===== src/rtl/uart_rgb_cmd.sv =====
// ASCII command front-end for simpleuart: parses "R/G/B hex hex CR|LF" and "X CR|LF",
// drives three PWM duty registers and answers each command with 'K' or '?'.
module uart_rgb_cmd #(
    parameter int PRESCALE       = 47,
    parameter int TIMEOUT_CYCLES = 12000000
) (
    input  logic        clk,
    input  logic        rst,
    input  logic [31:0] reg_dat_do,
    output logic        reg_dat_re,
    output logic        reg_dat_we,
    output logic [31:0] reg_dat_di,
    input  logic        reg_dat_wait,
    output logic        pwm_red,
    output logic        pwm_green,
    output logic        pwm_blue,
    output logic        cmd_ok,
    output logic        cmd_err
);
    localparam int PW = (PRESCALE > 0) ? $clog2(PRESCALE + 1) : 1;
    localparam int TW = (TIMEOUT_CYCLES > 1) ? $clog2(TIMEOUT_CYCLES + 1) : 1;
    localparam logic [PW-1:0] PRE_MAX = PW'(PRESCALE);
    localparam logic [TW-1:0] TMO_MAX = TW'(TIMEOUT_CYCLES - 1);

    typedef enum logic [2:0] {S_IDLE, S_HEX1, S_HEX2, S_TERM, S_RESP} state_t;
    state_t state, state_nx;

    logic [7:0]    rx_byte;
    logic [1:0]    chan, chan_sel;
    logic          clr_all;
    logic [3:0]    hi_nib, lo_nib, nib;
    logic [7:0]    duty_red, duty_green, duty_blue;
    logic [TW-1:0] tmo_cnt;
    logic [PW-1:0] pre_cnt;
    logic [7:0]    pwm_cnt;

    logic fetch, is_hex, is_term, tmo_hit, counting;
    logic latch_chan, set_clr, latch_hi, latch_lo, apply, go_resp, ok_nx, err_nx;
    logic [7:0] resp_char;

    // rx_byte is only meaningful in the cycle reg_dat_re is high; that cycle is also
    // the blank cycle, so fetch is blocked while the pop is in flight.
    always_comb begin
        fetch    = (state != S_RESP) && !reg_dat_re && (reg_dat_do != '1);
        counting = (state == S_HEX1) || (state == S_HEX2) || (state == S_TERM);
        tmo_hit  = counting && !fetch && (tmo_cnt == TMO_MAX);
        is_term  = (rx_byte == 8'h0D) || (rx_byte == 8'h0A);
        is_hex   = 1'b1;
        nib      = '0;
        if (rx_byte >= 8'h30 && rx_byte <= 8'h39)
            nib = rx_byte[3:0];
        else if ((rx_byte >= 8'h41 && rx_byte <= 8'h46) || (rx_byte >= 8'h61 && rx_byte <= 8'h66))
            nib = rx_byte[3:0] + 4'd9;
        else
            is_hex = 1'b0;

        chan_sel = 2'd0;
        if (rx_byte == 8'h47) chan_sel = 2'd1;
        if (rx_byte == 8'h42) chan_sel = 2'd2;

        state_nx   = state;
        latch_chan = 1'b0;
        set_clr    = 1'b0;
        latch_hi   = 1'b0;
        latch_lo   = 1'b0;
        apply      = 1'b0;
        go_resp    = 1'b0;
        ok_nx      = 1'b0;
        err_nx     = 1'b0;
        resp_char  = 8'h3F;

        case (state)
            S_IDLE: if (reg_dat_re) begin
                if (is_term) begin
                    state_nx = S_IDLE;
                end else if (rx_byte == 8'h52 || rx_byte == 8'h47 || rx_byte == 8'h42) begin
                    latch_chan = 1'b1;
                    state_nx   = S_HEX1;
                end else if (rx_byte == 8'h58) begin
                    set_clr  = 1'b1;
                    state_nx = S_TERM;
                end else begin
                    err_nx = 1'b1;
                end
            end
            S_HEX1: if (reg_dat_re) begin
                if (is_hex) begin
                    latch_hi = 1'b1;
                    state_nx = S_HEX2;
                end else begin
                    err_nx = 1'b1;
                end
            end else if (tmo_hit) begin
                state_nx = S_IDLE;
            end
            S_HEX2: if (reg_dat_re) begin
                if (is_hex) begin
                    latch_lo = 1'b1;
                    state_nx = S_TERM;
                end else begin
                    err_nx = 1'b1;
                end
            end else if (tmo_hit) begin
                state_nx = S_IDLE;
            end
            S_TERM: if (reg_dat_re) begin
                if (is_term) begin
                    apply     = 1'b1;
                    ok_nx     = 1'b1;
                    go_resp   = 1'b1;
                    resp_char = 8'h4B;
                    state_nx  = S_RESP;
                end else begin
                    err_nx = 1'b1;
                end
            end else if (tmo_hit) begin
                state_nx = S_IDLE;
            end
            S_RESP: if (reg_dat_we && !reg_dat_wait) state_nx = S_IDLE;
            default: state_nx = S_IDLE;
        endcase

        if (err_nx) begin
            go_resp  = 1'b1;
            state_nx = S_RESP;
        end
    end

    always_ff @(posedge clk or posedge rst) begin
        if (rst) begin
            state      <= S_IDLE;
            reg_dat_re <= 1'b0;
            reg_dat_we <= 1'b0;
            reg_dat_di <= '0;
            rx_byte    <= '0;
            chan       <= '0;
            clr_all    <= 1'b0;
            hi_nib     <= '0;
            lo_nib     <= '0;
            duty_red   <= '0;
            duty_green <= '0;
            duty_blue  <= '0;
            tmo_cnt    <= '0;
            cmd_ok     <= 1'b0;
            cmd_err    <= 1'b0;
        end else begin
            state      <= state_nx;
            reg_dat_re <= fetch;
            cmd_ok     <= ok_nx;
            cmd_err    <= err_nx;
            if (fetch) rx_byte <= reg_dat_do[7:0];
            if (fetch || !counting) tmo_cnt <= '0;
            else                    tmo_cnt <= tmo_cnt + 1'b1;
            if (latch_chan) begin
                chan    <= chan_sel;
                clr_all <= 1'b0;
            end
            if (set_clr)  clr_all <= 1'b1;
            if (latch_hi) hi_nib  <= nib;
            if (latch_lo) lo_nib  <= nib;
            if (apply) begin
                if (clr_all) begin
                    duty_red   <= '0;
                    duty_green <= '0;
                    duty_blue  <= '0;
                end else begin
                    case (chan)
                        2'd0:    duty_red   <= {hi_nib, lo_nib};
                        2'd1:    duty_green <= {hi_nib, lo_nib};
                        default: duty_blue  <= {hi_nib, lo_nib};
                    endcase
                end
            end
            if (go_resp) begin
                reg_dat_we <= 1'b1;
                reg_dat_di <= {24'b0, resp_char};
            end else if (state == S_RESP && reg_dat_we && !reg_dat_wait) begin
                reg_dat_we <= 1'b0;
                reg_dat_di <= '0;
            end
        end
    end

    always_ff @(posedge clk or posedge rst) begin
        if (rst) begin
            pre_cnt   <= '0;
            pwm_cnt   <= '0;
            pwm_red   <= 1'b0;
            pwm_green <= 1'b0;
            pwm_blue  <= 1'b0;
        end else begin
            if (pre_cnt == PRE_MAX) begin
                pre_cnt <= '0;
                pwm_cnt <= pwm_cnt + 1'b1;
            end else begin
                pre_cnt <= pre_cnt + 1'b1;
            end
            pwm_red   <= (pwm_cnt < duty_red);
            pwm_green <= (pwm_cnt < duty_green);
            pwm_blue  <= (pwm_cnt < duty_blue);
        end
    end
endmodule


===== config.mk =====
export PLATFORM = sky130hd
export DESIGN_NAME = uart_rgb_cmd
export DESIGN_NICKNAME = d
export VERILOG_FILES = /design/src/rtl/uart_rgb_cmd.sv
export SDC_FILE = /design/constraint.sdc
export NUM_CORES = 1
export LEC_CHECK = 0
export ABC_AREA = 1
export BUFFER_PORTS_ARGS = -buffer_cell sky130_fd_sc_hd__clkbuf_2
export CORE_MARGIN = 10
export CORE_UTILIZATION = 55
export CTS_BUF_LIST = sky130_fd_sc_hd__clkbuf_16
export DETAILED_ROUTE_END_ITERATION = 10
export PLACE_DENSITY = 0.77
export SLEW_MARGIN = 30
export SYNTH_ARGS = -nofsm -noshare
export SYNTH_HDL_FRONTEND = slang
export SYNTH_SLANG_ARGS = --single-unit
export TNS_END_PERCENT = 30

===== constraint.sdc =====
create_clock -name clk -period 5.9 [get_ports clk]
set_clock_uncertainty 0.2 [all_clocks]
set_input_delay 0.59 -clock clk [delete_from_list [all_inputs] [get_ports clk]]
set_output_delay 0.59 -clock clk [all_outputs]
set_load 0.1 [all_outputs]

==> impl_metrics.csv, run 1 <==
group,metric,value,unit
timing,fin_ws,3.71,ns
worst_setup_path,end_kind,"flop",
power_and_ir_drop,leakagePower,2.81,nW
clocking,clkLatencyLatePin,0.34,ns
synthesis,async_flop_share,100,%
routing,dr.pass1.iters,5,
routing,drt_iter0_drc,284,
synthesis,synthFlopType,"dfrtp_1",
timing,rsz0062_at_grt,"no",
die,pin_count,74,
final_layout,finalInstanceArea,0.00585,mm^2
synthesis,yosys_warnings,0,
clocking,cts_num_sinks,93,
flow_run,maxCapViolations,0,
synthesis,ys_top_cells_by_area,"dfrtp_1 44%, nand2_1 10%, ha_1 6.8%",
clocking,clk_pin_slew,0.07,ns
worst_setup_path,worstSetupPathType,"reg2reg",
synthesis,synthCells,636,
placed_design,dpl-instance-area,0.00555,mm^2
placed_design,pre_cts_ws,3.71,ns
synthesis,netlist_area,0.00534,mm^2
routing,detail-route-antenna-nets,0,
timing,max-slew-margin-rel,42.7,%
final_layout,syn_to_final_growth,9.64,%
synthesis,synth_common_cells,"143 x nand2_1, 93 x dfrtp_1, 65 x nor2_1",
final_layout,drive_gt1_share,17.3,%
routing,drt_wl_total,11100,um
routing,drc,0,
worst_setup_path,cpPeakStageDelay,0.44,ns
grt,grt_max_degree,81,
synthesis,yosysTopAreaCellShare,43.6,%
worst_setup_path,path_buf_inv,4,
grt,grt_first_pass_wirelength,19400,um
placed_design,port_buffers,48,
power_and_ir_drop,power_density,341,mW/mm^2
die,fp.dieH,119,um
worst_setup_path,crit_chain,"inv_1 > ha_1 > inv_1 > o21ai_1 > nand3_1 > inv_2 > nand2_2 > inv_4 > o21ai_2 > nand2_1 > o21ai_2",
grt,grt.overflow.total,0,
clocking,cts_tree,"built",
worst_setup_path,path_delay_family,"flip-flops",
clocking,cts_buffer_depth,2,
synthesis,yosys.area.top_type,"dfrtp_1",
final_layout,antenna-diode-count,0,
synthesis,synth_edf_count,0,
timing,fmax,456,MHz
grt,grt_pass1_vias,4349,
power_and_ir_drop,ir_drop,0.486,mV
die,coreArea,0.00933,mm^2
worst_setup_path,path_max_fanout,16,
synthesis,synth-seq-cells,93,
clocking,cts_max_level,3,
timing,finalSetupViolations,0,
die,num_rows,35,
synthesis,syn_area_per_cell,8.39,um^2
clocking,cts_root_buffer,"clkbuf_16",
worst_hold_path,holdCritPathClass,"in2reg",
grt,grtUsageTotal,15.9,%
worst_setup_path,worst-endpoint-arrival,2.19,ns
die,initial_utilization,57.2,%
synthesis,yosysMostFrequentCell,"nand2_1",
placed_design,place_congestion,0.904,
timing,whs,0.281,ns
routing,vias,4170,
die,die-area,0.0140,mm^2
worst_setup_path,required,5.89,ns
timing,fin_crit_sh,37.2,%
timing,fin_setup_tns,0,ns
timing,fin_crit,2.19,ns
timing,hold_viol,0,
synthesis,synth_cell_types,45,
final_layout,final_nets,747,
timing,drv_slew,0,
clocking,cts-buffers-inserted,9,
timing,worst_pin_slew,0.859,ns
placed_design,dp.cells,800,
clocking,cts_setup_buffers,0,
worst_setup_path,crit_slowest_cell,"dfrtp_1",
placed_design,dpl.hpwl,8430,um
final_layout,instances_no_fill,817,
synthesis,synth.yosys.seq_area_share,43.6,%
status,status,"complete, no violations",
routing,avgRoutedWirePerCell,13.5,um
grt,antenna_found_initial,0,
worst_setup_path,crit_path_start_kind,"flop",
die,fp.dieW,119,um
routing,viasPerCell,5.10,
placed cells by master (no fill, tap or decap), drive strengths merged, types with 2 or more instances in the layout:
master    count
xor2         16
a21boi        2
nand3b        3
o21a          2
and3          2
o21ai        57
ha           29
nand4        14
nor3         19
o22ai         2
clkinvlp      2
clkinv        4
a21oi        21
dfrtp        93
inv          74
xnor2         7
nor2         74
nor3b         2
nand3        18
o211ai        3
conb         25
nor4          2
clkbuf       57
nand2       153
through the flow:
stage / total power, mW / utilization, %
after detailed placement: 1.45 / 59.5
after CTS: 2.00 / 62.7
after floorplan: 1.35 / -
after global placement: 1.43 / 59.5
final: 1.99 / 62.7
after global routing: 2.10 / 62.7
flip-flops by register name, summed over array words and instances (netlist names):
register    count
lo_nib          4
pre_cnt         6
duty_green      8
duty_red        8
reg_dat_re      1
pwm_red         1
pwm_blue        1
cmd_err         1
clr_all         1
rx_byte         8
reg_dat_di      3
pwm_green       1
chan            2
pwm_cnt         8
state           3
tmo_cnt        24
cmd_ok          1
hi_nib          4
duty_blue       8
routing by layer:
metal	GRT usage [%]	wire length, um
met4	4.66	144
met3	3.62	539
met2	26.9	5360
met1	19.8	5020
met5	0	0
timing repair:
item | 4_1_cts | 5_1_grt
endpoints found under the hold margin | 13 | 0
hold buffers | 1 | 0
endpoints found under the setup margin | 0 | 0
gates resized for setup | 0 | 0
report_power, final:
group | internal [mW] | total [mW] | leakage, nW | switching (mW)
Combinational | 0.133 | 0.665 | 1.41 | 0.531
Clock | 0.292 | 0.553 | 0.134 | 0.261
Sequential | 0.700 | 0.776 | 1.26 | 0.0758
Total | 1.13 | 1.99 | 2.81 | 0.868
final cells by class:
cell class | count | area (um^2)
Clock inverter | 7 | 57.6
Fill cell | 804 | 3480
Timing Repair Buffer | 50 | 262
Inverter | 73 | 278
Tap cell | 129 | 161
Sequential cell | 93 | 2330
Multi-Input combinational cell | 456 | 2540
Clock buffer | 9 | 225
worst paths after layout:
| path | startpoint | end | slack, ns | depth (start not counted) |
|---|---|---|---|---|
| min reg2reg | pre_cnt[0] | pre_cnt[0] | 0.29 | 1 |
| max | rx_byte[0] | duty_blue[2] | 3.71 | 11 |
| min | reg_dat_do[3] | rx_byte[3] | 0.28 | 3 |
| min in group asynchronous | rst | pwm_cnt[4] | 0.49 | 3 |
| max in group asynchronous | rst | chan[0] | 4.06 | 4 |
| max reg2reg | rx_byte[0] | duty_blue[2] | 3.71 | 11 |
kinds of logic after synthesis:
group / after synthesis / share of synthesized area, %
AO/OA/AOI/OAI: 91 / 9.82
XOR/XNOR: 23 / 3.77
adder cells (fa/ha/maj): 29 / 6.80
buffers and inverters: 111 / 10.5
flip-flops: 93 / 43.6
other: 1 / 0.0703
AND/OR/NAND/NOR: 288 / 25.4
worst register-to-register path: stages, from the launching register on:
cell and delay, ns:
dfrtp_1 0.44, inv_1 0.17, ha_1 0.16, inv_1 0.06, o21ai_1 0.13, nand3_1 0.14, inv_2 0.10, nand2_2 0.07
inv_4 0.10, o21ai_2 0.24, nand2_1 0.18, o21ai_2 0.06
Note: power is estimated with default switching activity, not from simulation.
==> inputs of run 2 (changes only) <==
Settings changed: ABC_AREA 1 to 0.
Clock period 5.9 ns to 2.1 ns, I/O delays scaled along.
==> run 2 against run 1 <==
Effect of this change:
- the flow now finishes with violations (setup timing)
- wire length rose by 5.7%
- largest power group is now combinational cells
- synthesized area shrank 3.7%
- sequential power grew to 2.9 times the previous value
- synthesized cell count is 19% lower
- non-clock buffer count is 58 higher
- global-route usage grew 1.5 points
- sequential cell count stayed put
- clock power grew to 2.9 times the previous value
==> impl_metrics.csv, run 2 <==
group,metric,value,unit
status,status,"finished with violations",
status,violations,"setup timing",
clocking,cts_max_level,3,
grt,grtUsageTotal,17.4,%
grt,grt.overflow.total,0,
clocking,clkLatencyLatePin,0.33,ns
die,coreArea,0.00915,mm^2
die,die-area,0.0136,mm^2
worst_hold_path,min_from,"reg_dat_wait",
power_and_ir_drop,p_int,3.97,mW
placed_design,dp.cells,700,
worst_setup_path,end_kind,"flop",
routing,detail-route-antenna-nets,0,
placed_design,port_buffers,48,
worst_setup_path,worst-endpoint-arrival,2.17,ns
power_and_ir_drop,p_clk_share,24.0,%
power_and_ir_drop,power_switching,2.68,mW
worst_setup_path,worstSetupPathType,"reg2reg",
power_and_ir_drop,comb_power_share,41.9,%
routing,vias,4011,
synthesis,ys_top_cells_by_area,"dfrtp_1 45%, ha_1 7.1%, mux2_2 5.7%",
power_and_ir_drop,sw_frac_of_total,40.3,%
final_layout,antenna-diode-count,0,
power_and_ir_drop,leakagePower,2.86,nW
routing,drt_iter0_drc,275,
power_and_ir_drop,p_total,6.65,mW
synthesis,yosys_warnings,0,
synthesis,synthCells,513,
power_and_ir_drop,p_seq_share,34.1,%
synthesis,async_flop_share,100,%
timing,finalSetupViolations,8,
synthesis,synth-seq-cells,93,
synthesis,yosys.area.top_type,"dfrtp_1",
worst_hold_path,hold_depth,4,
synthesis,yosysTopAreaCellShare,45.3,%
clocking,cts-buffers-inserted,9,
worst_setup_path,crit_start,"rx_byte[0]",
final_layout,final_nets,677,
placed_design,dpl.hpwl,8430,um
final_layout,fill_cells,669,
routing,drc,0,
timing,fin_ws,-0.0621,ns
die,fp.dieH,117,um
synthesis,synthFlopType,"dfrtp_1",
clocking,cts_num_sinks,93,
timing,fin_crit_sh,103,%
synthesis,synth.yosys.seq_area_share,45.3,%
die,num_rows,35,
clocking,clk_pin_slew,0.06,ns
worst_setup_path,path_max_fanout,5,
final_layout,drive_gt1_share,28.6,%
grt,grt_first_pass_wirelength,19300,um
grt,grt_pass1_vias,4166,
timing,hold_viol,0,
die,initial_utilization,56.1,%
final_layout,syn_to_final_growth,23.3,%
grt,grt_max_degree,38,
synthesis,synth_common_cells,"93 x dfrtp_1, 46 x nor2_1, 39 x nand2_1",
synthesis,synth_cell_types,57,
grt,antenna_found_initial,0,
placed_design,place_congestion,0.827,
synthesis,netlist_area,0.00514,mm^2
routing,avgRoutedWirePerCell,16.0,um
timing,max-slew-margin-rel,55.6,%
timing,fmax,463,MHz
routing,drt_wl_total,11700,um
timing,worst_pin_slew,0.660,ns
timing,fin_crit,2.16,ns
timing,drv_slew,0,
die,pin_count,74,
die,fp.dieW,117,um
final_layout,instances_no_fill,729,
worst_setup_path,required,2.11,ns
worst_setup_path,r2r_start,"rx_byte[0]",
routing,viasPerCell,5.50,
clocking,cts_root_buffer,"clkbuf_16",
final_layout,regMostFlops,"tmo_cnt",
power_and_ir_drop,ir_drop,0.724,mV
clocking,cts_tree,"built",
final_layout,largest_reg_flops,24,
synthesis,synth_edf_count,0,
power_and_ir_drop,power_density,1050,mW/mm^2
synthesis,syn_area_per_cell,10.0,um^2
clocking,cts_buffer_depth,2,
worst_hold_path,holdCritPathClass,"in2reg",
worst_setup_path,crit_path_start_kind,"flop",
worst_setup_path,r2r_cells,7,
final_layout,layout_common_cells,"92 x dfrtp_1, 48 x clkbuf_2, 44 x nor2_1, 44 x buf_4, 38 x nand2_1",
flow_run,maxCapViolations,0,
routing,dr.pass1.iters,4,
timing,rsz0062_at_grt,"yes",
final_layout,final_common_cell,"dfrtp_1",
synthesis,yosysMostFrequentCell,"dfrtp_1",
[run 2: cell count changes after synthesis, sizes merged, moves of 6 or more]
cell,before,now
nand2,153,39
nor2b,0,16
a21oi,21,6
xnor2,7,21
o21ai,57,24
mux2,0,26
inv,72,38
nor2,74,46
nor3,19,13
[run 2: power groups by stage]
stage	logic (mW)	registers (mW)	clock network [mW]
global placement	2.40	2.24	0
finish	2.79	2.27	1.60
floorplan	1.63	2.41	0
global route	2.99	2.30	1.71
CTS	2.61	2.25	1.61
detailed placement	2.45	2.26	0
[run 2: kinds of logic (layout without fill, tap and decap cells)]
group	Yosys count	count (layout)	synth area share (%)
buf+inv	81	162	8.45
other cells	1	25	0.0730
simple gates	178	178	17.6
xor+xnor	33	33	5.63
flops	93	93	45.3
compound gates	72	72	10.2
fa+ha+maj	29	29	7.06
mux	26	26	5.70
[run 2: final cells by class]
type | count | area [um^2] | area share, %
Clock buffer | 9 | 225 | 3.56
Clock inverter | 7 | 66.3 | 1.05
Inverter | 38 | 149 | 2.35
Multi-Input combinational cell | 363 | 2660 | 42.0
Sequential cell | 93 | 2330 | 36.8
Tap cell | 111 | 139 | 2.19
Timing Repair Buffer | 108 | 766 | 12.1
[run 2: worst max-delay path, stage by stage (launching register included)]
cell and delay [ns]:
dfrtp_2 0.44, inv_4 0.11, ha_4 0.14, o21bai_1 0.06, a2111o_1 0.44, buf_6 0.15
buf_4 0.14, o32a_2 0.36
[run 2: worst paths after layout]
check	endpoint	slack, ns
setup reg to reg	lo_nib[3]	-0.06
setup / recovery	lo_nib[3]	-0.06
max in group asynchronous	duty_blue[1]	0.87
hold reg to reg	tmo_cnt[0]	0.26
hold / removal	reg_dat_di[3]	0.11
min in group asynchronous	duty_green[7]	0.27
[run 2: per-layer routing]
| metal | GRT usage [%] | up-vias | wire (um) |
|---|---|---|---|
| met5 | 0 | - | 0 |
| li1 | - | 1937 | - |
| met4 | 5.68 | 0 | 103 |
| met2 | 29.9 | 87 | 6030 |
| met3 | 3.75 | 8 | 549 |
| met1 | 21.2 | 1979 | 5010 |
[run 2: repair_timing]
action	CTS	global route
gates resized for setup	25	27
setup endpoints to repair	34	42
gates cloned	0	1
setup buffers	2	1
hold buffers	9	0
pin swaps	5	4
endpoints found under the hold margin	30	0
[run 2: per-stage QoR]
stage          utilization [%]  instance area (um^2)  setup WS (ns)  TNS (ns)  hold slack (ns)
6_report                  69.2                  6330        -0.0621    -0.218            0.107
5_1_grt                   69.2                  6330         -0.127     -1.57            0.147
4_1_cts                   68.0                  6220        -0.0341    -0.127            0.107
3_5_place_dp              62.4                  5710         -0.180     -2.41           0.0826
3_3_place_gp              62.4                  5710         -0.104    -0.725           0.0727
2_1_floorplan                -                  5230         -0.357    -12.21            0.127
